### src/rtl/video_timing_pkg.sv
// Shared 1080p timing constants and monitor FSM encoding, also used by the pattern generator.
package video_timing_pkg;

   localparam int VTM_CNT_W   = 12;
   localparam int VTM_H_TOTAL = 2200;
   localparam int VTM_H_ACT   = 1920;
   localparam int VTM_V_TOTAL = 1125;
   localparam int VTM_V_ACT   = 1080;

   typedef enum logic [1:0] {
      ST_IDLE    = 2'd0,
      ST_MEASURE = 2'd1,
      ST_LOCKED  = 2'd2
   } vtm_state_e;

endpackage

### src/rtl/sync_edge_meter.sv
// Normalises a sync to active-high, flags its leading edge and measures the
// saturating count of 'inc' events between consecutive leading edges.
module sync_edge_meter #(
   parameter int CNT_W = 12
) (
   input  logic             clk,
   input  logic             rst_n,
   input  logic             polarity,
   input  logic             sync_in,
   input  logic             inc,
   output logic             lead,
   output logic [CNT_W-1:0] period,
   output logic             sat
);

   logic             act_d, act_q;
   logic [CNT_W-1:0] cnt_d, cnt_q;

   // period includes the edge cycle's own increment, so it is the value to capture
   always_comb begin
      act_d  = polarity ? sync_in : ~sync_in;
      lead   = act_d & ~act_q;
      period = (inc && (cnt_q != '1)) ? cnt_q + CNT_W'(1) : cnt_q;
      sat    = &period;
      cnt_d  = lead ? '0 : period;
   end

   always_ff @(posedge clk or negedge rst_n) begin
      if (!rst_n) begin
         act_q <= 1'b0;
         cnt_q <= '0;
      end else begin
         act_q <= act_d;
         cnt_q <= cnt_d;
      end
   end

endmodule

### src/rtl/video_timing_monitor.sv
// Registers the video bus once and measures line/frame geometry against the
// expected timing, reporting lock, a sticky error and a completed-frame count.
module video_timing_monitor
   import video_timing_pkg::*;
#(
   parameter int CNT_W       = VTM_CNT_W,
   parameter int EXP_H_TOTAL = VTM_H_TOTAL,
   parameter int EXP_H_ACT   = VTM_H_ACT,
   parameter int EXP_V_TOTAL = VTM_V_TOTAL,
   parameter int EXP_V_ACT   = VTM_V_ACT,
   parameter int LOCK_FRAMES = 2
) (
   input  logic             pixel_clk,
   input  logic             pixel_rst_n,
   input  logic             hs_polarity,
   input  logic             vs_polarity,
   input  logic             in_de,
   input  logic             in_hs,
   input  logic             in_vs,
   input  logic [7:0]       in_r,
   input  logic [7:0]       in_g,
   input  logic [7:0]       in_b,
   input  logic             err_clr,
   output logic             out_de,
   output logic             out_hs,
   output logic             out_vs,
   output logic [7:0]       out_r,
   output logic [7:0]       out_g,
   output logic [7:0]       out_b,
   output logic [CNT_W-1:0] meas_h_total,
   output logic [CNT_W-1:0] meas_h_act,
   output logic [CNT_W-1:0] meas_v_total,
   output logic [CNT_W-1:0] meas_v_act,
   output logic             meas_valid,
   output logic             timing_locked,
   output logic             timing_err,
   output logic [15:0]      frame_cnt
);

   localparam int               GW   = $clog2(LOCK_FRAMES + 1);
   localparam logic [CNT_W-1:0] ONES = '1;
   localparam logic [CNT_W-1:0] ONE  = CNT_W'(1);

   logic       out_de_q, out_hs_q, out_vs_q;
   logic [7:0] out_r_q, out_g_q, out_b_q;

   always_ff @(posedge pixel_clk or negedge pixel_rst_n) begin
      if (!pixel_rst_n) begin
         out_de_q <= 1'b0;
         out_hs_q <= 1'b0;
         out_vs_q <= 1'b0;
         out_r_q  <= '0;
         out_g_q  <= '0;
         out_b_q  <= '0;
      end else begin
         out_de_q <= in_de;
         out_hs_q <= in_hs;
         out_vs_q <= in_vs;
         out_r_q  <= in_r;
         out_g_q  <= in_g;
         out_b_q  <= in_b;
      end
   end

   logic             hs_lead, h_sat, vs_lead, v_sat;
   logic [CNT_W-1:0] h_period, v_period;

   sync_edge_meter #(.CNT_W(CNT_W)) u_line_meter (
      .clk      (pixel_clk),
      .rst_n    (pixel_rst_n),
      .polarity (hs_polarity),
      .sync_in  (in_hs),
      .inc      (1'b1),
      .lead     (hs_lead),
      .period   (h_period),
      .sat      (h_sat)
   );

   // Frame meter counts hs edges, so a coincident hs edge lands in the ending frame
   sync_edge_meter #(.CNT_W(CNT_W)) u_frame_meter (
      .clk      (pixel_clk),
      .rst_n    (pixel_rst_n),
      .polarity (vs_polarity),
      .sync_in  (in_vs),
      .inc      (hs_lead),
      .lead     (vs_lead),
      .period   (v_period),
      .sat      (v_sat)
   );

   logic [CNT_W-1:0] de_cnt_d, de_cnt_q, hact_d, hact_q, hlen_d, hlen_q;
   logic [CNT_W-1:0] act_cnt_d, act_cnt_q, act_sum, h_len_now, h_act_now;
   logic             line_de_d, line_de_q, wvld_d, wvld_q, bad_d, bad_q;
   logic             de_fall, act_inc, width_diff, bad_now, frame_match;

   always_comb begin
      de_fall   = out_de_q & ~in_de;
      de_cnt_d  = de_cnt_q;
      if (de_fall)
         de_cnt_d = '0;
      else if (in_de && (de_cnt_q != ONES))
         de_cnt_d = de_cnt_q + ONE;

      width_diff = de_fall & wvld_q & (de_cnt_q != hact_q);
      h_act_now  = de_fall ? de_cnt_q : hact_q;
      hact_d     = h_act_now;
      h_len_now  = hs_lead ? h_period : hlen_q;
      hlen_d     = h_len_now;

      act_inc   = hs_lead & (line_de_q | in_de);
      act_sum   = (act_inc && (act_cnt_q != ONES)) ? act_cnt_q + ONE : act_cnt_q;
      line_de_d = hs_lead ? 1'b0 : (line_de_q | in_de);

      // any saturated counter poisons the frame so it can never pass as a match
      bad_now = bad_q | width_diff | h_sat | v_sat
              | (de_cnt_q == ONES) | (act_cnt_q == ONES);
      frame_match = !bad_now
                  && (h_len_now == CNT_W'(EXP_H_TOTAL))
                  && (h_act_now == CNT_W'(EXP_H_ACT))
                  && (v_period  == CNT_W'(EXP_V_TOTAL))
                  && (act_sum   == CNT_W'(EXP_V_ACT));

      act_cnt_d = vs_lead ? '0   : act_sum;
      wvld_d    = vs_lead ? 1'b0 : (wvld_q | de_fall);
      bad_d     = vs_lead ? 1'b0 : bad_now;
   end

   always_ff @(posedge pixel_clk or negedge pixel_rst_n) begin
      if (!pixel_rst_n) begin
         de_cnt_q  <= '0;
         hact_q    <= '0;
         hlen_q    <= '0;
         act_cnt_q <= '0;
         line_de_q <= 1'b0;
         wvld_q    <= 1'b0;
         bad_q     <= 1'b0;
      end else begin
         de_cnt_q  <= de_cnt_d;
         hact_q    <= hact_d;
         hlen_q    <= hlen_d;
         act_cnt_q <= act_cnt_d;
         line_de_q <= line_de_d;
         wvld_q    <= wvld_d;
         bad_q     <= bad_d;
      end
   end

   vtm_state_e       state_d, state_q;
   logic [GW-1:0]    good_d, good_q;
   logic             good_full, meas_load, mism;
   logic             meas_valid_d, meas_valid_q, err_d, err_q;
   logic [CNT_W-1:0] m_ht_d, m_ht_q, m_ha_d, m_ha_q, m_vt_d, m_vt_q, m_va_d, m_va_q;
   logic [15:0]      frame_cnt_d, frame_cnt_q;

   assign good_full = (good_q >= GW'(LOCK_FRAMES - 1));

   always_ff @(posedge pixel_clk or negedge pixel_rst_n) begin
      if (!pixel_rst_n) state_q <= ST_IDLE;
      else              state_q <= state_d;
   end

   always_comb begin
      state_d = state_q;
      unique case (state_q)
         ST_IDLE:    if (vs_lead) state_d = ST_MEASURE;
         ST_MEASURE: if (vs_lead && frame_match && good_full) state_d = ST_LOCKED;
         ST_LOCKED:  if (vs_lead && !frame_match) state_d = ST_MEASURE;
         default:    state_d = ST_IDLE;
      endcase
   end

   // The first vs edge after IDLE only opens a frame; nothing is reported on it
   always_comb begin
      meas_load    = vs_lead && (state_q != ST_IDLE);
      mism         = meas_load && !frame_match;
      meas_valid_d = meas_load;
      good_d       = good_q;
      if ((state_q == ST_IDLE) || mism)
         good_d = '0;
      else if (meas_load && (state_q == ST_MEASURE))
         good_d = good_q + GW'(1);
      err_d       = mism ? 1'b1 : (err_clr ? 1'b0 : err_q);
      m_ht_d      = meas_load ? h_len_now : m_ht_q;
      m_ha_d      = meas_load ? h_act_now : m_ha_q;
      m_vt_d      = meas_load ? v_period  : m_vt_q;
      m_va_d      = meas_load ? act_sum   : m_va_q;
      frame_cnt_d = frame_cnt_q + 16'(meas_load);
      timing_locked = (state_q == ST_LOCKED);
   end

   always_ff @(posedge pixel_clk or negedge pixel_rst_n) begin
      if (!pixel_rst_n) begin
         good_q       <= '0;
         meas_valid_q <= 1'b0;
         err_q        <= 1'b0;
         m_ht_q       <= '0;
         m_ha_q       <= '0;
         m_vt_q       <= '0;
         m_va_q       <= '0;
         frame_cnt_q  <= '0;
      end else begin
         good_q       <= good_d;
         meas_valid_q <= meas_valid_d;
         err_q        <= err_d;
         m_ht_q       <= m_ht_d;
         m_ha_q       <= m_ha_d;
         m_vt_q       <= m_vt_d;
         m_va_q       <= m_va_d;
         frame_cnt_q  <= frame_cnt_d;
      end
   end

   assign out_de       = out_de_q;
   assign out_hs       = out_hs_q;
   assign out_vs       = out_vs_q;
   assign out_r        = out_r_q;
   assign out_g        = out_g_q;
   assign out_b        = out_b_q;
   assign meas_h_total = m_ht_q;
   assign meas_h_act   = m_ha_q;
   assign meas_v_total = m_vt_q;
   assign meas_v_act   = m_va_q;
   assign meas_valid   = meas_valid_q;
   assign timing_err   = err_q;
   assign frame_cnt    = frame_cnt_q;

endmodule

### config.mk
export PLATFORM = sky130hd
export DESIGN_NAME = video_timing_monitor
export DESIGN_NICKNAME = d
export VERILOG_FILES = /design/src/rtl/video_timing_pkg.sv /design/src/rtl/sync_edge_meter.sv /design/src/rtl/video_timing_monitor.sv
export SDC_FILE = /design/constraint.sdc
export NUM_CORES = 1
export LEC_CHECK = 0
export CAP_MARGIN = 20
export CORE_UTILIZATION = 25
export DETAILED_ROUTE_END_ITERATION = 7
export SLEW_MARGIN = 20
export SYNTH_ARGS = -nofsm -noshare
export SYNTH_HDL_FRONTEND = slang
export SYNTH_SLANG_ARGS = --single-unit
### constraint.sdc
create_clock -name pixel_clk -period 5.9 [get_ports pixel_clk]
set_input_delay 1.18 -clock pixel_clk [delete_from_list [all_inputs] [get_ports pixel_clk]]
set_output_delay 1.18 -clock pixel_clk [all_outputs]
set_load 0.02 [all_outputs]
# Word level (Yosys, flattened, before mapping)
# Cells that the tools add are included.
dict set report word_totals {
  reg_bits 174
  input_bits 32
  out_inout_bits 94
  wordCells 114
}
dict set report op_classes {
  add_sub_neg 6
  n_lt_le_gt_ge 1
  eq_ne 16
  muxes 23
  bitwise_logic 18
  reduce_logical 24
}
# op count
set ops {}
lappend ops {{$mux W12} 10}
lappend ops {{$add A12 B1 Y12 const B} 4}
lappend ops {{$ne A12 B12 Y1 const B} 4}
lappend ops {{$eq A12 B11 Y1 const B} 3}
lappend ops {{$eq A12 B12 Y1 const B} 3}
lappend ops {{$reduce_and A12 Y1} 2}
lappend ops {{$add A16 B1 Y16} 1}
lappend ops {{$logic_and A1 B1 Y1} 13}
lappend ops {{$ne A12 B12 Y1} 1}
lappend ops {{$mux W2} 5}
lappend ops {{$reduce_bool A2 Y1} 4}
lappend ops {{$mux W1} 7}
lappend ops {{$or A1 B1 Y1} 7}
lappend ops {{$and A1 B1 Y1} 6}
lappend ops {{$pmux W2 S3} 1}
lappend ops {{$not A1 Y1} 5}
lappend ops {{$ne A2 B2 Y1 const B} 2}
lappend ops {{$reduce_and A3 Y1} 1}
lappend ops {{$add A2 B1 Y2 const B} 1}
lappend ops {{$eq A2 B1 Y1 const B} 1}
lappend ops {{$eq A2 B2 Y1 const B} 1}
lappend ops {{$ge A2 B1 Y1 const B} 1}
lappend ops {{$logic_not A1 Y1} 2}
lappend ops {{$logic_not A2 Y1} 1}
lappend ops {{other kinds (2)} 2}

# Depth between registers and ports, before layout
dict set report logic_depth {
  ltp_word 18
  ltp_mapped 12
  mapped_depth_nobuf 11
}

# By module
# Synthesis repeated with hierarchy kept, for this count alone.
dict set report unflattened {
  cells_unflattened 722
  hier_area_um2 7761.2
}
# module n_inst cells_per_inst area_each_um2 seq_area_each_um2
set modules_own_cells {}
lappend modules_own_cells {video_timing_monitor 1 552 6094.6 3703.6}
lappend modules_own_cells {sync_edge_meter 2 85 833.3 325.3}

# Worst setup path before layout
# Ideal clock, no wire load.
dict set report synth_path {
  path_type {input -> register}
  from {input port in_de}
  to {register good_q[1]}
  setup_time_ps 65
  t_arrival_ps 3636
  required_ps 5835
  slack_ps 2198
  cell_stages 9
  path_buffers 1
  cell_sequence {clkbuf_1 > o21ba_2 > nand2_1 > or4_1 > xor2_1 > or4b_1 > or4_4 > o31ai_2 > a31o_1}
}
dict set report synth_via {
  elab_chain_len 18
  elab_cells_between_ends 26
  classes_between {eq/ne: 2; mux: 3; bitwise: 11; reduce/logical: 10}
}
# element line
set synth_lines {}
lappend synth_lines {{from (decl)} video_timing_monitor.sv:17} ;# input logic in_de,
lappend synth_lines {{$not A1 Y1} video_timing_monitor.sv:97} ;# de_fall = out_de_q & ~in_de;
lappend synth_lines {{$and A1 B1 Y1} video_timing_monitor.sv:97}
lappend synth_lines {{$and A1 B1 Y1 (2 in a row)} video_timing_monitor.sv:104} ;# width_diff = de_fall & wvld_q & (de_cnt_q != hact_q);
lappend synth_lines {{$or A1 B1 Y1 (3 in a row)} video_timing_monitor.sv:115} ;# bad_now = bad_q | width_diff | h_sat | v_sat
lappend synth_lines {{$or A1 B1 Y1 (2 in a row)} video_timing_monitor.sv:116} ;# | (de_cnt_q == ONES) | (act_cnt_q == ONES);
lappend synth_lines {{$logic_not A1 Y1} video_timing_monitor.sv:117} ;# frame_match = !bad_now
lappend synth_lines {{$logic_and A1 B1 Y1} video_timing_monitor.sv:118} ;# && (h_len_now == CNT_W'(EXP_H_TOTAL))
lappend synth_lines {{$logic_and A1 B1 Y1} video_timing_monitor.sv:119} ;# && (h_act_now == CNT_W'(EXP_H_ACT))
lappend synth_lines {{$logic_and A1 B1 Y1} video_timing_monitor.sv:120} ;# && (v_period == CNT_W'(EXP_V_TOTAL))
lappend synth_lines {{$logic_and A1 B1 Y1 (*)} video_timing_monitor.sv:121} ;# && (act_sum == CNT_W'(EXP_V_ACT));
lappend synth_lines {{$logic_not A1 Y1 (*)} video_timing_monitor.sv:175} ;# mism = meas_load && !frame_match;
lappend synth_lines {{$logic_and A1 B1 Y1 (*)} video_timing_monitor.sv:175}
lappend synth_lines {{$logic_or A1 B1 Y1 (*)} video_timing_monitor.sv:178} ;# if ((state_q == ST_IDLE) || mism)
lappend synth_lines {{$mux W2 or $reduce_bool A2 Y1 (tied branches)} --}
lappend synth_lines {{to (signal assigned)} video_timing_monitor.sv:202} ;# good_q <= good_d;
lappend synth_lines {{to (decl)} video_timing_monitor.sv:149} ;# logic [GW-1:0] good_d, good_q;
# Every way passes the cells marked *; elsewhere a longest branch is shown, timed or not.
# A chain may end at the register's enable or synchronous reset.

# Worst setup path after layout
dict set report layout_path {
  from {input port in_hs}
  to {register err_q, in the netlist timing_err}
}
dict set report layout_via {
  elab_chain_len 17
  elab_cells_between_ends 25
  classes_between {eq/ne: 3; mux: 5; bitwise: 6; reduce/logical: 11}
}
# element line
set layout_lines {}
lappend layout_lines {{from (decl)} video_timing_monitor.sv:18} ;# input logic in_hs,
lappend layout_lines {{$not A1 Y1} sync_edge_meter.sv:21} ;# act_d = polarity ? sync_in : ~sync_in;
lappend layout_lines {{$mux W1 (*)} sync_edge_meter.sv:21}
lappend layout_lines {{via u_line_meter.act_d} sync_edge_meter.sv:16} ;# logic act_d, act_q;
lappend layout_lines {{$and A1 B1 Y1 (*)} sync_edge_meter.sv:22} ;# lead = act_d & ~act_q;
lappend layout_lines {{$logic_and A1 B1 Y1} sync_edge_meter.sv:23} ;# period = (inc && (cnt_q != '1)) ? cnt_q + CNT_W'(1) : cnt_q;
lappend layout_lines {{$mux W12} sync_edge_meter.sv:23}
lappend layout_lines {{$reduce_and A12 Y1} sync_edge_meter.sv:24} ;# sat = &period;
lappend layout_lines {{$or A1 B1 Y1} video_timing_monitor.sv:115}
lappend layout_lines {{$or A1 B1 Y1 (2 in a row)} video_timing_monitor.sv:116}
lappend layout_lines {{$logic_not A1 Y1} video_timing_monitor.sv:117}
lappend layout_lines {{$logic_and A1 B1 Y1} video_timing_monitor.sv:118}
lappend layout_lines {{$logic_and A1 B1 Y1} video_timing_monitor.sv:119}
lappend layout_lines {{$logic_and A1 B1 Y1} video_timing_monitor.sv:120}
lappend layout_lines {{$logic_and A1 B1 Y1 (*)} video_timing_monitor.sv:121}
lappend layout_lines {{$logic_not A1 Y1 (*)} video_timing_monitor.sv:175}
lappend layout_lines {{$logic_and A1 B1 Y1 (*)} video_timing_monitor.sv:175}
lappend layout_lines {{$mux W1 or $reduce_bool A2 Y1 (tied branches)} --}
lappend layout_lines {{to (signal assigned)} video_timing_monitor.sv:204} ;# err_q <= err_d;
lappend layout_lines {{to (decl)} video_timing_monitor.sv:151} ;# logic meas_valid_d, meas_valid_q, err_d, err_q;
# The timed path passes the listed nets; every way through them passes the cells marked *.

==> summary.txt <==
Setup path
  – Crit start category: input port
  – CP endpoint kind: flop
  – Worst path max stage delay: 0.52 ns
  – WP data required: approximately 6.2 ns
  – CP max FO: 11
  – Most used cell, CP: buf_4
  – CP max stage cell: or4_4
  – CP cell instances: clkdlybuf4s50_1 -> xor2_1 -> buf_4 -> inv_1 -> nand2b_1 -> buf_4 -> o31ai_2 -> o221ai_1 -> or4_1 -> or4_4 -> nor2_1 -> o22ai_1
  – Buf+Inv Stages, Crit Path: 4
  – Worst EP arrival: between 4 and 5 ns
  – Critical path class: in2reg
  – CP delay by family, top: simple AND/OR/NAND/NOR gates

CTS
  – TritonCTS clock tree: yes
  – CTS Buf Count: 17
  – CTS Buffer Depth: 2
  – H-tree depth: 4
  – Root Driver: clkbuf_16
  – CTS resizes: 0
  – Cts hold-fix bufs: 0
  – CTS sink cnt: 174
  – Post-CTS setup repair buffer count: 0
  – Clock Latency Late Sink: 0.43 ns
  – Clk slew on worst S/H paths: 0.07 ns

Yosys
  – Mux share of post-synthesis cell area: 0.01170
  – Post-synthesis async set-or-reset flop share: 1.000
  – Synth area leaders: dfrtp_1, nand2_1, o21ai_0
  – Post-synthesis simple-gate area fraction: 0.2350
  – Post-synth top area cell: dfrtp_1
  – Compound-gate portion of the synthesized area: 0.1055
  – Synth unique cells: 69
  – Area of the mapped netlist: between 7000 and 8000 µm²
  – Seq/Total Area, Yosys: 0.5503
  – Avg Cell Area, Syn: 9.721 µm²
  – Syn nets: roughly 850
  – Synth Area in Adders: 0.01107
  – Largest family of logic cells by synthesized area: simple AND/OR/NAND/NOR gates
  – Top-area cell type share of the netlist area: 0.5503
  – Syn. warnings: 0
  – Post-synth top flop: dfrtp_1
  – Post-synth EDFFs: 0
  – Synth Instances: around 810
  – XOR/XNOR share of the synthesized area: 0.05534
  – Register bit count reported by yosys: 174

GRT
  – Met2 usage: 0.2171
  – Total track usage: 0.1329
  – GRT Max-Usage Layer: met2
  – Met3 Use GR: 0.02512
  – Largest net degree at the start of global routing: 91
  – Routing usage on met1: 0.1742
  – Vias in the first global route: between 6k and 7k
  – First-pass GRT wire length: around 34 mm
  – Remaining Overflow, GRT: 0
  – Initial antenna violation count: 0

Detailed routing
  – Via count: around 6.3k
  – Via-to-Cell Ratio: 4.737
  – Routed Wire Length: 20.80 mm
  – TritonRoute pass-1 iters: 7
  – Drt wl/cell: 15.54 µm
  – Residual DRC count: 2
  – Post-route ant nets: 0
  – 1st-iter DRT viols: 545

Placement
  – Pre-CTS setup slack: 1.221 ns
  – Hpwl dp: 15.09 mm
  – Total placed cells including tap cells: roughly 1.3k
  – Routability cong.: slightly below 0.9
  – Number of port buffers: about 130

Cells and area
  – Most frequent cells in the layout: dfrtp_1, nand2_1, clkdlybuf4s50_1
  – ANT cells: 0
  – Final core occ: 0.3301
  – Fin cells: 1338
  – Max reg flops: 16
  – Commonest non-fill, non-tap cell in the layout: dfrtp_1
  – Layout area overhead: 28.61%
  – Final #Nets: 968
  – Fraction of layout cells with a size suffix above 1: 0.06476
  – Filler Cell Count: 3106

Pwr
  – Leak: 4.407 nW
  – Int Power: 0.002185 W
  – Logic pwr share: 0.198
  – Net Sw Frac: 0.3106
  – Power Total: 0.003169 W
  – Switch Pwr: 0.0009842 W
  – VDD IR max: 0.1665 mV
  – Sequential Power Share: 0.455
  – Clk pwr share: 0.347
  – Power per cell area: around 310 nW/µm²

Job
  – Max-Cap Viols: 0

Die
  – Starting Density: 0.2567
  – Die area: 32370 µm²
  – Die X: 179.9 µm
  – Cell Rows: 64
  – # IOs: 126
  – Vert. Die Dim: ~180 µm
  – Core Area: 30830 µm²

STA
  – Post-route setup slack: 1.655 ns
  – Clock skew: about 0.016 ns
  – FMAX: ~240 MHz
  – Max Slew Vio Count: 0
  – Final setup vio count: 0
  – Min Tclk post-route: 4.245 ns
  – Fin crit share: 0.7195
  – Fin. Hold Viols: 0
  – Worst relative slew slack: 0.4301
  – RSZ-0062 raised after global routing: no
  – Worst Tran Pin Value: 0.8548 ns
  – Setup TNS: 0 ns

Status
  – Failing checks: DRC
  – Status: finished with violations

Hold path
  – Worst min-delay path class: reg2reg
[routing by layer]
| metal | share of wire | wire (µm) |
|---|---|---|
| met1 | 0.46 | 9482 |
| met2 | 0.48 | 10060 |
| met3 | 0.042 | 874 |
| met4 | 0.018 | 378 |
| met5 | 0 | 0 |
[worst register-to-register path, cell delays in order (launching register included)]
cell	delay, ns
dfrtp_1	0.46
ha_1	0.34
nand2_1	0.18
or4_1	0.57
o21ai_1	0.25
nor2_1	0.08
or4_1	0.55
nor4_1	0.48
nand3_1	0.16
o311ai_1	0.29
[cell usage after synthesis, types with 18 or more instances]
| library cell | n |
|---|---|
| inv_1 | 22 |
| nor2_1 | 74 |
| nand4_1 | 18 |
| xor2_1 | 26 |
| xnor2_1 | 24 |
| dfrtp_1 | 174 |
| nand2_1 | 160 |
| o21ai_0 | 57 |
| nand3_1 | 26 |
| clkbuf_1 | 34 |
[area by class of cell]
class	count	area, µm²	share of cell area
sequential	174	4354	0.4279
multi-input combinational	577	3326	0.3268
timing repair buffer	135	1340	0.1317
tap	396	495.5	0.04869
clock buffer	19	442.9	0.04353
clock inverter	13	126.4	0.01242
inverter	24	91.34	0.008976
[through the flow]
stage,instance area (µm²),hold WS (ns)
2_1_floorplan,7913,0.4660
3_3_place_gp,9607,0.4606
3_5_place_dp,9607,0.4655
4_1_cts,10180,0.4814
5_1_grt,10180,0.4999
6_report,10180,0.4726
[cell families after synthesis]
group                    count (synthesis)
buffers and inverters                   63
flip-flops                             174
AND/OR/NAND/NOR                        384
XOR/XNOR                                50
adder cells (fa/ha/maj)                  7
multiplexers                             9
AO/OA/AOI/OAI                          127
[path summary, 6_finish.rpt]
path | startpoint | end | slack (ns) | cells after the start
min | meas_h_total[4] | meas_h_total[4] | 0.47 | 2
max in group asynchronous | pixel_rst_n | u_frame_meter.cnt_q[6] | 4.15 | 2
max | in_hs | timing_err | 1.66 | 12
min reg2reg | meas_h_total[4] | meas_h_total[4] | 0.47 | 2
max reg2reg | u_line_meter.cnt_q[0] | good_q[0] | 2.45 | 9
min in group asynchronous | pixel_rst_n | out_r[1] | 0.81 | 1
[power by group through the flow]
stage / combinational (W) / clock [W] / sequential (W)
3_3_place_gp: 0.000632 / 0 / 0.00146
4_1_cts: 0.000634 / 0.00114 / 0.00144
5_1_grt: 0.000685 / 0.00119 / 0.00146
6_report: 0.000626 / 0.00110 / 0.00144
2_1_floorplan: 0.000262 / 0 / 0.00152
3_5_place_dp: 0.000630 / 0 / 0.00146
No activity file was read; power rests on OpenSTA's default activity.
